`config.mk`:
```
export PLATFORM = sky130hd
export DESIGN_NAME = imem_fetch_ctrl_flat
export DESIGN_NICKNAME = d
export VERILOG_FILES = /design/src/rtl/imem_fetch_ctrl_if.sv /design/src/rtl/imem_fetch_ctrl.sv /design/src/flat_wrapper.sv
export SDC_FILE = /design/constraint.sdc
export NUM_CORES = 1
export LEC_CHECK = 0
export CAP_MARGIN = 15
export CORE_ASPECT_RATIO = 0.9
export CORE_UTILIZATION = 52
export DETAILED_ROUTE_END_ITERATION = 8
export HOLD_SLACK_MARGIN = 0.02
export PLACE_DENSITY = 0.8
export SETUP_SLACK_MARGIN = 0.05
export SLEW_MARGIN = 20
export SYNTH_ARGS = -nofsm -noshare
export SYNTH_HDL_FRONTEND = slang
export SYNTH_SLANG_ARGS = --single-unit
```
`constraint.sdc`:
```
create_clock -name clk -period 8.15 [get_ports clk]
set_input_delay 2.445 -clock clk [delete_from_list [all_inputs] [get_ports clk]]
set_output_delay 2.445 -clock clk [all_outputs]
set_load 0.005 [all_outputs]
```
`src/rtl/imem_fetch_ctrl_if.sv`:
```
// Bus bundles between fetch stage, fetch controller and instruction memory.
// Handshakes: fetch_accept/mem_gnt complete a request only in the cycle they are high; fetch_valid/fetch_ready move a word only when both are high.
interface imem_fetch_bus_if #(
   parameter int ADDR_WIDTH = 32,
   parameter int DATA_WIDTH = 32
);
   logic                  fetch_req;
   logic [ADDR_WIDTH-1:0] fetch_addr;
   logic                  fetch_accept;
   logic                  fetch_flush;
   logic                  fetch_valid;
   logic [DATA_WIDTH-1:0] fetch_data;
   logic [ADDR_WIDTH-1:0] fetch_rsp_addr;
   logic                  fetch_ready;

   modport master (
      output fetch_req, fetch_addr, fetch_flush, fetch_ready,
      input  fetch_accept, fetch_valid, fetch_data, fetch_rsp_addr
   );

   modport slave (
      input  fetch_req, fetch_addr, fetch_flush, fetch_ready,
      output fetch_accept, fetch_valid, fetch_data, fetch_rsp_addr
   );
endinterface

interface imem_mem_bus_if #(
   parameter int ADDR_WIDTH = 32,
   parameter int DATA_WIDTH = 32
);
   logic                  mem_req;
   logic [ADDR_WIDTH-1:0] mem_addr;
   logic                  mem_gnt;
   logic                  mem_rvalid;
   logic [DATA_WIDTH-1:0] mem_rdata;

   modport master (
      output mem_req, mem_addr,
      input  mem_gnt, mem_rvalid, mem_rdata
   );

   modport slave (
      input  mem_req, mem_addr,
      output mem_gnt, mem_rvalid, mem_rdata
   );
endinterface

```
`src/rtl/imem_fetch_ctrl.sv`:
```
// Instruction-memory request sequencer: held request to i-mem, in-order
// outstanding tracking with flush-stale marking, and a small response FIFO.
module imem_fetch_ctrl #(
   parameter int ADDR_WIDTH      = 32,
   parameter int DATA_WIDTH      = 32,
   parameter int MAX_OUTSTANDING = 2,
   parameter int FIFO_DEPTH      = 2
) (
   input  logic                 clk,
   input  logic                 reset_n,
   imem_fetch_bus_if.slave      fetch,
   imem_mem_bus_if.master       mem,
   output logic                 busy,
   output logic [0:0]           dbg_state
);

   localparam int OCW = $clog2(MAX_OUTSTANDING + 1);
   localparam int FCW = $clog2(FIFO_DEPTH + 1);
   localparam int OPW = (MAX_OUTSTANDING > 1) ? $clog2(MAX_OUTSTANDING) : 1;
   localparam int FPW = (FIFO_DEPTH > 1) ? $clog2(FIFO_DEPTH) : 1;
   localparam int SW  = OCW + FCW + 1;

   localparam logic [0:0] S_IDLE = 1'b0;
   localparam logic [0:0] S_REQ  = 1'b1;

   logic [0:0]            r_state;
   logic [ADDR_WIDTH-1:0] r_req_addr;
   logic                  r_kill;

   logic [ADDR_WIDTH-1:0]  r_oq_addr [MAX_OUTSTANDING];
   logic [MAX_OUTSTANDING-1:0] r_oq_stale;
   logic [OPW-1:0]         r_oq_wr;
   logic [OPW-1:0]         r_oq_rd;
   logic [OCW-1:0]         r_oq_cnt;
   logic [OCW-1:0]         r_live_cnt;

   logic [ADDR_WIDTH-1:0]  r_ff_addr [FIFO_DEPTH];
   logic [DATA_WIDTH-1:0]  r_ff_data [FIFO_DEPTH];
   logic [FPW-1:0]         r_ff_wr;
   logic [FPW-1:0]         r_ff_rd;
   logic [FCW-1:0]         r_ff_cnt;

   logic                   w_in_req;
   logic                   w_gnt;
   logic                   w_oq_pop;
   logic                   w_head_stale;
   logic                   w_ff_push;
   logic                   w_ff_pop;
   logic                   w_ff_valid;
   logic [SW-1:0]          w_oq_eff;
   logic [SW-1:0]          w_slots;
   logic                   w_credit;
   logic                   w_can_take;
   logic                   w_accept;
   logic [MAX_OUTSTANDING-1:0] w_oq_stale_nxt;

   function automatic logic [OPW-1:0] oq_inc(input logic [OPW-1:0] p);
      return (p == OPW'(MAX_OUTSTANDING - 1)) ? '0 : p + OPW'(1);
   endfunction

   function automatic logic [FPW-1:0] ff_inc(input logic [FPW-1:0] p);
      return (p == FPW'(FIFO_DEPTH - 1)) ? '0 : p + FPW'(1);
   endfunction

   assign w_in_req     = (r_state == S_REQ);
   assign w_gnt        = w_in_req & mem.mem_gnt;
   assign w_oq_pop     = mem.mem_rvalid & (r_oq_cnt != '0);
   assign w_head_stale = r_oq_stale[r_oq_rd];
   assign w_ff_push    = w_oq_pop & ~w_head_stale & ~fetch.fetch_flush;
   assign w_ff_valid   = (r_ff_cnt != '0);
   assign w_ff_pop     = w_ff_valid & fetch.fetch_ready & ~fetch.fetch_flush;

   // Every accepted, non-killed fetch reserves a FIFO slot until it is popped
   // or dropped, so responses can never find the FIFO full.
   assign w_oq_eff   = SW'(r_oq_cnt) + SW'(w_gnt);
   assign w_slots    = SW'(r_live_cnt) + SW'(r_ff_cnt) + SW'(w_in_req & ~r_kill);
   assign w_credit   = (w_oq_eff < SW'(MAX_OUTSTANDING)) && (w_slots < SW'(FIFO_DEPTH));
   assign w_can_take = (r_state == S_IDLE) | w_gnt;
   assign w_accept   = reset_n & fetch.fetch_req & ~fetch.fetch_flush & w_credit & w_can_take;

   always_comb begin
      w_oq_stale_nxt = r_oq_stale;
      if (fetch.fetch_flush) w_oq_stale_nxt = '1;
      if (w_gnt) w_oq_stale_nxt[r_oq_wr] = r_kill | fetch.fetch_flush;
   end

   always_ff @(posedge clk or negedge reset_n) begin
      if (!reset_n) begin
         r_state    <= S_IDLE;
         r_req_addr <= '0;
         r_kill     <= 1'b0;
      end else begin
         case (r_state)
            S_IDLE:  if (w_accept) r_state <= S_REQ;
            S_REQ:   if (w_gnt && !w_accept) r_state <= S_IDLE;
            default: r_state <= S_IDLE;
         endcase
         if (w_accept) r_req_addr <= fetch.fetch_addr;
         if (w_accept) r_kill <= 1'b0;
         else if (w_gnt) r_kill <= 1'b0;
         else if (fetch.fetch_flush && w_in_req) r_kill <= 1'b1;
      end
   end

   always_ff @(posedge clk or negedge reset_n) begin
      if (!reset_n) begin
         r_oq_stale <= '0;
         r_oq_wr    <= '0;
         r_oq_rd    <= '0;
         r_oq_cnt   <= '0;
         r_live_cnt <= '0;
      end else begin
         r_oq_stale <= w_oq_stale_nxt;
         if (w_gnt) r_oq_wr <= oq_inc(r_oq_wr);
         if (w_oq_pop) r_oq_rd <= oq_inc(r_oq_rd);
         r_oq_cnt <= r_oq_cnt + OCW'(w_gnt) - OCW'(w_oq_pop);
         if (fetch.fetch_flush) r_live_cnt <= '0;
         else r_live_cnt <= r_live_cnt + OCW'(w_gnt & ~r_kill) - OCW'(w_oq_pop & ~w_head_stale);
      end
   end

   always_ff @(posedge clk or negedge reset_n) begin
      if (!reset_n) begin
         r_ff_wr  <= '0;
         r_ff_rd  <= '0;
         r_ff_cnt <= '0;
      end else if (fetch.fetch_flush) begin
         r_ff_wr  <= '0;
         r_ff_rd  <= '0;
         r_ff_cnt <= '0;
      end else begin
         if (w_ff_push) r_ff_wr <= ff_inc(r_ff_wr);
         if (w_ff_pop) r_ff_rd <= ff_inc(r_ff_rd);
         r_ff_cnt <= r_ff_cnt + FCW'(w_ff_push) - FCW'(w_ff_pop);
      end
   end

   // Payload storage needs no reset: outputs are gated by the valid counts.
   always_ff @(posedge clk) begin
      if (w_gnt) r_oq_addr[r_oq_wr] <= r_req_addr;
      if (w_ff_push) begin
         r_ff_addr[r_ff_wr] <= r_oq_addr[r_oq_rd];
         r_ff_data[r_ff_wr] <= mem.mem_rdata;
      end
   end

   assign mem.mem_req          = w_in_req;
   assign mem.mem_addr         = r_req_addr;
   assign fetch.fetch_accept   = w_accept;
   assign fetch.fetch_valid    = w_ff_valid;
   assign fetch.fetch_data     = w_ff_valid ? r_ff_data[r_ff_rd] : '0;
   assign fetch.fetch_rsp_addr = w_ff_valid ? r_ff_addr[r_ff_rd] : '0;
   assign busy                 = w_in_req | (r_oq_cnt != '0) | w_ff_valid;
   assign dbg_state            = r_state;

endmodule

```
`src/flat_wrapper.sv`:
```
// flat-port wrapper written by rule: the top's interface ports become plain ports
module imem_fetch_ctrl_flat 
#(
   parameter int ADDR_WIDTH      = 32,
   parameter int DATA_WIDTH      = 32,
   parameter int MAX_OUTSTANDING = 2,
   parameter int FIFO_DEPTH      = 2
)
  (clk, reset_n, busy, dbg_state, fetch_fetch_req, fetch_fetch_addr, fetch_fetch_flush, fetch_fetch_ready, fetch_fetch_accept, fetch_fetch_valid, fetch_fetch_data, fetch_fetch_rsp_addr, mem_mem_req, mem_mem_addr, mem_mem_gnt, mem_mem_rvalid, mem_mem_rdata);
  imem_fetch_bus_if #(.ADDR_WIDTH(ADDR_WIDTH), .DATA_WIDTH(DATA_WIDTH)) fetch_i ();
  imem_mem_bus_if #(.ADDR_WIDTH(ADDR_WIDTH), .DATA_WIDTH(DATA_WIDTH)) mem_i ();
  input  logic clk;
  input  logic reset_n;
  output logic busy;
  output logic [0:0] dbg_state;
  input wire logic [$bits(fetch_i.fetch_req)-1:0] fetch_fetch_req;
  input wire logic [$bits(fetch_i.fetch_addr)-1:0] fetch_fetch_addr;
  input wire logic [$bits(fetch_i.fetch_flush)-1:0] fetch_fetch_flush;
  input wire logic [$bits(fetch_i.fetch_ready)-1:0] fetch_fetch_ready;
  output wire logic [$bits(fetch_i.fetch_accept)-1:0] fetch_fetch_accept;
  output wire logic [$bits(fetch_i.fetch_valid)-1:0] fetch_fetch_valid;
  output wire logic [$bits(fetch_i.fetch_data)-1:0] fetch_fetch_data;
  output wire logic [$bits(fetch_i.fetch_rsp_addr)-1:0] fetch_fetch_rsp_addr;
  output wire logic [$bits(mem_i.mem_req)-1:0] mem_mem_req;
  output wire logic [$bits(mem_i.mem_addr)-1:0] mem_mem_addr;
  input wire logic [$bits(mem_i.mem_gnt)-1:0] mem_mem_gnt;
  input wire logic [$bits(mem_i.mem_rvalid)-1:0] mem_mem_rvalid;
  input wire logic [$bits(mem_i.mem_rdata)-1:0] mem_mem_rdata;
  assign fetch_i.fetch_req = fetch_fetch_req;
  assign fetch_i.fetch_addr = fetch_fetch_addr;
  assign fetch_i.fetch_flush = fetch_fetch_flush;
  assign fetch_i.fetch_ready = fetch_fetch_ready;
  assign fetch_fetch_accept = fetch_i.fetch_accept;
  assign fetch_fetch_valid = fetch_i.fetch_valid;
  assign fetch_fetch_data = fetch_i.fetch_data;
  assign fetch_fetch_rsp_addr = fetch_i.fetch_rsp_addr;
  assign mem_mem_req = mem_i.mem_req;
  assign mem_mem_addr = mem_i.mem_addr;
  assign mem_i.mem_gnt = mem_mem_gnt;
  assign mem_i.mem_rvalid = mem_mem_rvalid;
  assign mem_i.mem_rdata = mem_mem_rdata;
  imem_fetch_ctrl #(.ADDR_WIDTH(ADDR_WIDTH), .DATA_WIDTH(DATA_WIDTH), .MAX_OUTSTANDING(MAX_OUTSTANDING), .FIFO_DEPTH(FIFO_DEPTH)) u_core (.clk(clk), .reset_n(reset_n), .fetch(fetch_i), .mem(mem_i), .busy(busy), .dbg_state(dbg_state));
endmodule
```
==> impl_metrics.sql, run 1 <==
INSERT INTO impl_metrics (metric_group, metric, value, unit) VALUES
('status', 'outcome', 'finished, final reports clean', ''),
('die', 'rows', '45', ''),
('layout', 'stdcell_count', '951', ''),
('grt', 'all_layer_gr_usage', '19.17', '%'),
('timing', 'finalSetupViolCount', '0', ''),
('worst_setup_path', 'critical_path.startpoint_type', 'input pin', ''),
('power', 'leakage', '4.219', 'nW'),
('timing', 'max_slew.worst_pin.slew', '0.9115', 'ns'),
('worst_setup_path', 'critPathMaxFanout', '13', ''),
('layout', 'final_net_count', '780', ''),
('logic_synthesis', 'synth-warning-count', '0', ''),
('clock_network', 'clkSlewWorstSetupHoldPaths', '0.06', 'ns'),
('clock_network', 'clockRootBuffer', 'sky130_fd_sc_hd__clkbuf_16', ''),
('grt', 'first_global_vias', '5165', ''),
('clock_network', 'post_cts_resized', '0', ''),
('clock_network', 'cts_max_level', '1', ''),
('route', 'routed_wl', '17.46', 'mm'),
('min_path', 'worstHoldPathType', 'register to register', ''),
('grt', 'grt.overflow.total', '0', ''),
('logic_synthesis', 'post_synth_top_flop', 'sky130_fd_sc_hd__edfxtp_1', ''),
('die', 'die-height', '128.5', 'um'),
('worst_setup_path', 'critical_path.cell_chain', 'clkdlybuf4s50_1 > nand3b_4 > a2111oi_4 > nand3_4 > inv_1 > clkdlybuf4s50_1', ''),
('logic_synthesis', 'netlist-cell-type-count', '31', ''),
('timing', 'totalNegativeSetupSlack', '0', 'ns'),
('worst_setup_path', 'cpMaxStageDelayCell', 'sky130_fd_sc_hd__clkdlybuf4s50_1', ''),
('timing', 'final-max-slew-violation-count', '0', ''),
('worst_setup_path', 'cp-startpoint', 'fetch_fetch_flush', ''),
('logic_synthesis', 'postSynthRegisterBits', '238', ''),
('timing', 'setup_repair_after_global_routing_missed_its_margin', 'false', ''),
('clock_network', 'cts_tree', 'done', ''),
('clock_network', 'numCtsBuffers', '23', ''),
('layout', 'final_layout_size_suffix_gt1_share', '15.64', '%'),
('die', 'initial_core_util', '54.01', '%'),
('timing', 'slew_headroom', '39.24', '%'),
('logic_synthesis', 'mappedNetlistArea', '9245', 'um2'),
('route', 'first_iter_violations', '233', ''),
('clock_network', 'worst_skew_pair.late_latency', '0.50', 'ns'),
('job', 'maxCapViolations', '0', ''),
('grt', 'grt_start_max_net_pins', '66', ''),
('clock_network', 'ctsLongestPathBuffers', '3', ''),
('worst_setup_path', 'cp-end-kind', 'output port', ''),
('die', 'die_area', '18320', 'um2'),
('worst_setup_path', 'regToRegEndpoint', 'u_core.mem.mem_addr[16]', ''),
('logic_synthesis', 'synthCells', '520', ''),
('die', 'die_width', '142.6', 'um'),
('logic_synthesis', 'synth_commonest_cells', 'sky130_fd_sc_hd__edfxtp_1 (192), sky130_fd_sc_hd__nor2_1 (74), sky130_fd_sc_hd__mux2i_1 (65)', ''),
('worst_setup_path', 'critical_path.reg2reg.startpoint', 'u_core.r_ff_cnt[0]', ''),
('die', 'floorplan.core_area', '17120', 'um2'),
('timing', 'worst_slack', '1.295', 'ns'),
('route', 'via_density_per_instance', '5.163', ''),
('worst_setup_path', 'critical_path_depth', '6', ''),
('logic_synthesis', 'postSynth.asyncResetShare', '19.33', '%'),
('route', 'dr.pass1.iters', '4', ''),
('logic_synthesis', 'synth_area_per_cell', '17.78', 'um2'),
('power', 'largest_vdd_supply_drop', '217.5', 'uV'),
('logic_synthesis', 'ys_seq_area_share', '74.81', '%'),
('logic_synthesis', 'yosys.cell_count.top_type', 'sky130_fd_sc_hd__edfxtp_1', ''),
('layout', 'n_antenna_cell', '0', ''),
('route', 'routedWlPerCell', '18.36', 'um'),
('logic_synthesis', 'largest_cells_by_area_after_synthesis', 'sky130_fd_sc_hd__edfxtp_1 (62%), sky130_fd_sc_hd__dfrtp_1 (12%), sky130_fd_sc_hd__mux2i_1 (7.0%), sky130_fd_sc_hd__mux2_4 (4.5%), sky130_fd_sc_hd__mux2_2 (4.4%)', ''),
('worst_setup_path', 'critical-path-max-stage-delay', '0.65', 'ns'),
('worst_setup_path', 'worstPathRequired', '5.71', 'ns'),
('route', 'antenna_left', '0', ''),
('timing', 'maxClockFrequency', '145.9', 'MHz'),
('layout', 'syn_to_final_growth', '29.37', '%'),
('worst_setup_path', 'cp-endpoint', 'fetch_fetch_accept', ''),
('layout', 'fin_util', '69.88', '%'),
('logic_synthesis', 'yosys.area.top_type', 'sky130_fd_sc_hd__edfxtp_1', ''),
('timing', 'final.period_utilization', '84.11', '%'),
('placement', 'place_congestion', '0.7251', ''),
('placement', 'dp_hpwl', '10.76', 'mm');
-- worst min path at each step --
stage / startpoint / endpoint / depth (start not counted)
2_1_floorplan: u_core.r_oq_wr / u_core.r_oq_wr / 1
4_1_cts: u_core.mem.mem_addr[7] / u_core.r_oq_addr[0][7] / 0
6_report: u_core.mem.mem_addr[5] / u_core.r_oq_addr[1][5] / 0
3_5_place_dp: u_core.mem.mem_addr[1] / u_core.r_oq_addr[1][1] / 0
3_3_place_gp: u_core.mem.mem_addr[6] / u_core.r_oq_addr[0][6] / 0
5_1_grt: u_core.mem.mem_addr[5] / u_core.r_oq_addr[0][5] / 0
-- per-layer routing --
metal	GRT usage (%)	up-vias	wire length, um
met2	34.03	185	8443
met5	0	-	0
met1	23.79	2409	7371
met3	4.503	30	1296
li1	-	2286	-
met4	4.807	0	345
-- sequential cells by signal, summed over array words and instances, names as in the netlist, 2 cells and up --
name / cells
u_core.r_ff_addr: 64
u_core.r_ff_data: 64
u_core.r_oq_addr: 64
u_core.mem.mem_addr: 32
u_core.r_ff_cnt: 2
u_core.r_live_cnt: 2
u_core.r_oq_cnt: 2
u_core.r_oq_stale: 2
-- layout by cell type (no fill, tap or decap), types with 2 or more instances in the layout --
master	count
sky130_fd_sc_hd__nand2_1	6
sky130_fd_sc_hd__nor2b_1	5
sky130_fd_sc_hd__mux2_4	28
sky130_fd_sc_hd__xor2_1	5
sky130_fd_sc_hd__buf_16	2
sky130_fd_sc_hd__edfxtp_1	192
sky130_fd_sc_hd__clkinv_1	3
sky130_fd_sc_hd__inv_1	12
sky130_fd_sc_hd__clkinv_2	2
sky130_fd_sc_hd__nor2_1	72
sky130_fd_sc_hd__mux2_2	36
sky130_fd_sc_hd__xnor2_1	5
sky130_fd_sc_hd__mux2i_1	65
sky130_fd_sc_hd__dfrtp_1	44
sky130_fd_sc_hd__clkbuf_16	23
sky130_fd_sc_hd__bufinv_16	2
sky130_fd_sc_hd__a211o_1	2
sky130_fd_sc_hd__buf_4	5
sky130_fd_sc_hd__clkbuf_1	9
sky130_fd_sc_hd__ha_1	8
sky130_fd_sc_hd__clkdlybuf4s50_1	170
sky130_fd_sc_hd__nor2_4	2
-- where the power goes --
| group | total [W] | internal [W] | switching, W |
|---|---|---|---|
| Clock | 0.00101 | 0.000593 | 0.000413 |
| Sequential | 0.00168 | 0.00152 | 0.000160 |
| Combinational | 0.000559 | 0.000386 | 0.000173 |
-- final cells by class --
type,instances,area [um2]
fillers,1162,5156
repair buffers,178,1799
inverters,12,45.04
well taps,235,294.0
clock inverters,8,88.84
flip-flops and latches,238,6922
clock buffers,33,623.1
multi-input cells,247,2188
-- metrics by stage --
stage | instance area, um2 | power [W]
4_1_cts | 11910 | 0.003266
6_report | 11960 | 0.003241
5_1_grt | 11960 | 0.003370
2_1_floorplan | 9245 | 0.001931
3_5_place_dp | 11190 | 0.002259
3_3_place_gp | 11190 | 0.002216
-- logic make-up (layout without fill, tap and decap cells) --
family | Yosys count | count (layout) | synth area share (%)
XOR/XNOR | 10 | 10 | 0.9473
buffers and inverters | 35 | 231 | 1.773
AND/OR/NAND/NOR | 91 | 91 | 4.263
flip-flops | 238 | 238 | 74.81
AO/OA/AOI/OAI | 8 | 8 | 0.9339
multiplexers | 129 | 129 | 15.97
adder cells (fa/ha/maj) | 9 | 9 | 1.299
(Power assumes the default switching activity.)
==> run 2: changes to the inputs <==
==> constraint.sdc (replaced) <==
create_clock -name clk -period 7 [get_ports clk]
set_input_delay 2.1 -clock clk [delete_from_list [all_inputs] [get_ports clk]]
set_output_delay 2.1 -clock clk [all_outputs]
set_load 0.005 [all_outputs]
==> run 2 against run 1 <==
Count of clock-buffer cells in the layout increased by 2. Flip-flop and latch count unchanged. Final cell count unchanged. Hold slack improved by 0.0052 ns. Wire length decreased by 4.1%. Critical endpoint unchanged. Largest cell class unchanged.
==> impl_metrics.sql, run 2 (synthesis results as in run 1) <==
INSERT INTO impl_metrics (metric_group, metric, value, unit) VALUES
('die', 'io_pins', '172', ''),
('layout', 'final_cell_mix', 'sky130_fd_sc_hd__edfxtp_1 (192), sky130_fd_sc_hd__clkdlybuf4s50_1 (170), sky130_fd_sc_hd__nor2_1 (72)', ''),
('die', 'die-height', '128.5', 'um'),
('route', 'routedWlPerCell', '17.60', 'um'),
('timing', 'max_slew.worst_pin.slew', '1.050', 'ns'),
('worst_setup_path', 'worst-r2r-setup-slack', '4.13', 'ns'),
('clock_network', 'cts_tree', 'done', ''),
('worst_setup_path', 'timing.critical_path.max_delay_family', 'buffers and inverters', ''),
('min_path', 'hp-start', 'u_core.mem.mem_addr[16]', ''),
('power', 'p_sw', '0.0008638', 'W'),
('clock_network', 'cts_hold_repair.buffers', '0', ''),
('power', 'leakage', '4.211', 'nW'),
('layout', 'n_antenna_cell', '0', ''),
('power', 'total_power', '0.003750', 'W'),
('grt', 'first_global_vias', '4960', ''),
('worst_setup_path', 'regToRegEndpoint', 'u_core.mem.mem_addr[22]', ''),
('die', 'rows', '45', ''),
('clock_network', 'post-cts-setup-buffer-count', '0', ''),
('power', 'pwr-share-seq', '52.0', '%'),
('power', 'largest_vdd_supply_drop', '213.1', 'uV'),
('worst_setup_path', 'critical-path-max-stage-delay', '0.68', 'ns'),
('die', 'floorplan.core_area', '17120', 'um2'),
('route', 'dr.pass1.iters', '4', ''),
('min_path', 'end_point_of_the_worst_hold_path', 'u_core.r_oq_addr[1][16]', ''),
('clock_network', 'ctsLongestPathBuffers', '3', ''),
('placement', 'dp_hpwl', '10.49', 'mm'),
('grt', 'initial_antenna_violation_count', '0', ''),
('worst_setup_path', 'cpMaxStageDelayCell', 'sky130_fd_sc_hd__clkdlybuf4s50_1', ''),
('clock_network', 'post_cts_resized', '0', ''),
('worst_setup_path', 'path_common_cell', 'sky130_fd_sc_hd__clkdlybuf4s50_1', ''),
('worst_setup_path', 'critical_path.startpoint_type', 'input pin', ''),
('min_path', 'worst_hold_path_depth', '0', ''),
('route', 'dr_total_vias', '4857', ''),
('layout', 'final_net_count', '780', ''),
('die', 'die_area', '18320', 'um2'),
('power', 'clockPowerShare', '30.9', '%'),
('power', 'sw_frac_of_total', '23.04', '%'),
('grt', 'top_usage_layer', 'met2', ''),
('clock_network', 'clkSlewWorstSetupHoldPaths', '0.06', 'ns'),
('layout', 'reg.largest.list', 'u_core.r_ff_addr: 64 flops, u_core.r_ff_data: 64 flops, u_core.r_oq_addr: 64 flops', ''),
('job', 'maxCapViolations', '0', ''),
('power', 'power_frac_comb', '17.1', '%'),
('grt', 'grt_use_met2', '31.72', '%'),
('grt', 'grt.overflow.total', '0', ''),
('min_path', 'worstHoldPathType', 'register to register', ''),
('power', 'power_density', '313.9', 'nW/um2'),
('clock_network', 'worst_skew_pair.late_latency', '0.50', 'ns'),
('clock_network', 'cts.sink_count', '238', ''),
('grt', 'all_layer_gr_usage', '18.56', '%'),
('worst_setup_path', 'cp_num_buf_inv', '3', ''),
('power', 'internal_power_consumption', '0.002886', 'W'),
('layout', 'mostFrequentLayoutCell', 'sky130_fd_sc_hd__edfxtp_1', ''),
('die', 'initial_core_util', '54.01', '%'),
('worst_setup_path', 'worst_r2r_path_depth', '7', ''),
('worst_setup_path', 'critical_path.cell_chain', 'clkdlybuf4s50_1 > nand3b_4 > a2111oi_4 > nand3_4 > inv_1 > clkdlybuf4s50_1', ''),
('route', 'drcViolationCount', '0', ''),
('timing', 'finalSetupViolCount', '0', ''),
('route', 'antenna_left', '0', ''),
('timing', 'final-max-slew-violation-count', '0', ''),
('worst_setup_path', 'cp-end-kind', 'output port', ''),
('grt', 'grtUsageMet3', '3.684', '%'),
('timing', 'maxClockFrequency', '161.4', 'MHz'),
('status', 'outcome', 'finished, final reports clean', ''),
('timing', 'slew_headroom', '29.84', '%'),
('clock_network', 'numCtsBuffers', '23', ''),
('timing', 'final.setup_skew', '0.01408', 'ns'),
('worst_setup_path', 'worstPathRequired', '4.90', 'ns'),
('route', 'first_iter_violations', '220', ''),
('grt', 'grt_util_met1', '24.43', '%'),
('grt', 'grt_pass1_wl', '26.03', 'mm'),
('worst_setup_path', 'timing.setup.critical_path_class', 'input pin to output port', ''),
('layout', 'final_layout_size_suffix_gt1_share', '15.78', '%'),
('worst_setup_path', 'critical_path.reg2reg.startpoint', 'u_core.r_ff_cnt[0]', ''),
('timing', 'final.period_utilization', '88.50', '%'),
('placement', 'place_congestion', '0.7219', ''),
('route', 'via_density_per_instance', '5.107', ''),
('worst_setup_path', 'worst-endpoint-arrival', '4.09', 'ns'),
('placement', 'port-buffer-count', '171', ''),
('timing', 'totalNegativeSetupSlack', '0', 'ns'),
('worst_setup_path', 'critPathMaxFanout', '13', ''),
('layout', 'fin_util', '69.80', '%'),
('route', 'routed_wl', '16.74', 'mm'),
('clock_network', 'clockRootBuffer', 'sky130_fd_sc_hd__clkbuf_16', ''),
('clock_network', 'cts_max_level', '1', ''),
('timing', 'final_period_minus_worst_setup_slack', '6.195', 'ns'),
('layout', 'syn_to_final_growth', '29.23', '%'),
('timing', 'number_of_failing_hold_endpoints_at_the_final_stage', '0', ''),
('timing', 'setup_repair_after_global_routing_missed_its_margin', 'false', ''),
('grt', 'grt_start_max_net_pins', '66', ''),
('die', 'die_width', '142.6', 'um');
run 2: worst reg2reg max path: stages, from the launching register on:
cell	delay [ns]
sky130_fd_sc_hd__dfrtp_1	0.43
sky130_fd_sc_hd__ha_1	0.23
sky130_fd_sc_hd__fa_1	0.48
sky130_fd_sc_hd__ha_1	0.36
sky130_fd_sc_hd__a2111oi_4	0.42
sky130_fd_sc_hd__nand3_4	0.10
sky130_fd_sc_hd__buf_4	0.31
sky130_fd_sc_hd__mux2_4	0.41
run 2: routing by layer:
metal,vias to the layer above,routed length (um)
li1,2277,-
met1,2380,7268
met2,174,7836
met3,26,1251
met4,0,384
met5,-,0
run 2: worst max-delay path by stage:
stage,slack (ns),to,start,cells after the start
3_5_place_dp,0.80,fetch_fetch_accept,fetch_fetch_flush,6
5_1_grt,0.73,fetch_fetch_accept,fetch_fetch_flush,6
6_report,0.81,fetch_fetch_accept,fetch_fetch_flush,6
2_1_floorplan,1.67,u_core.r_ff_addr[0][0],mem_mem_rvalid,3
3_3_place_gp,0.88,fetch_fetch_accept,fetch_fetch_flush,6
4_1_cts,0.80,fetch_fetch_accept,fetch_fetch_flush,6
run 2: metrics by stage:
step | setup WS (ns) | cell area (um2) | cells | hold WS, ns
after floorplan | 1.670 | 9250 | 520 | 0.4615
after global placement | 0.8818 | 11200 | 908 | 0.4727
after detailed placement | 0.8040 | 11210 | 909 | 0.4867
after CTS | 0.8019 | 11920 | 950 | 0.5054
after global routing | 0.7317 | 11950 | 951 | 0.5320
final | 0.8051 | 11950 | 951 | 0.5050
run 2: cell type report:
| cell class | instances | area (um2) |
|---|---|---|
| multi-input cells | 247 | 2195 |
| well taps | 235 | 294.0 |
| repair buffers | 178 | 1787 |
| inverters | 12 | 45.04 |
| clock buffers | 35 | 650.6 |
| fillers | 1115 | 5169 |
| flip-flops and latches | 238 | 6922 |
| clock inverters | 6 | 55.05 |
run 2: power by group through the flow:
stage / registers [W] / logic (W) / clock network [W]
after CTS: 0.00196 / 0.000645 / 0.00118
after global routing: 0.00197 / 0.000688 / 0.00124
after global placement: 0.00196 / 0.000619 / 0
after detailed placement: 0.00198 / 0.000637 / 0
after floorplan: 0.00190 / 0.000352 / 0
final: 0.00195 / 0.000643 / 0.00116
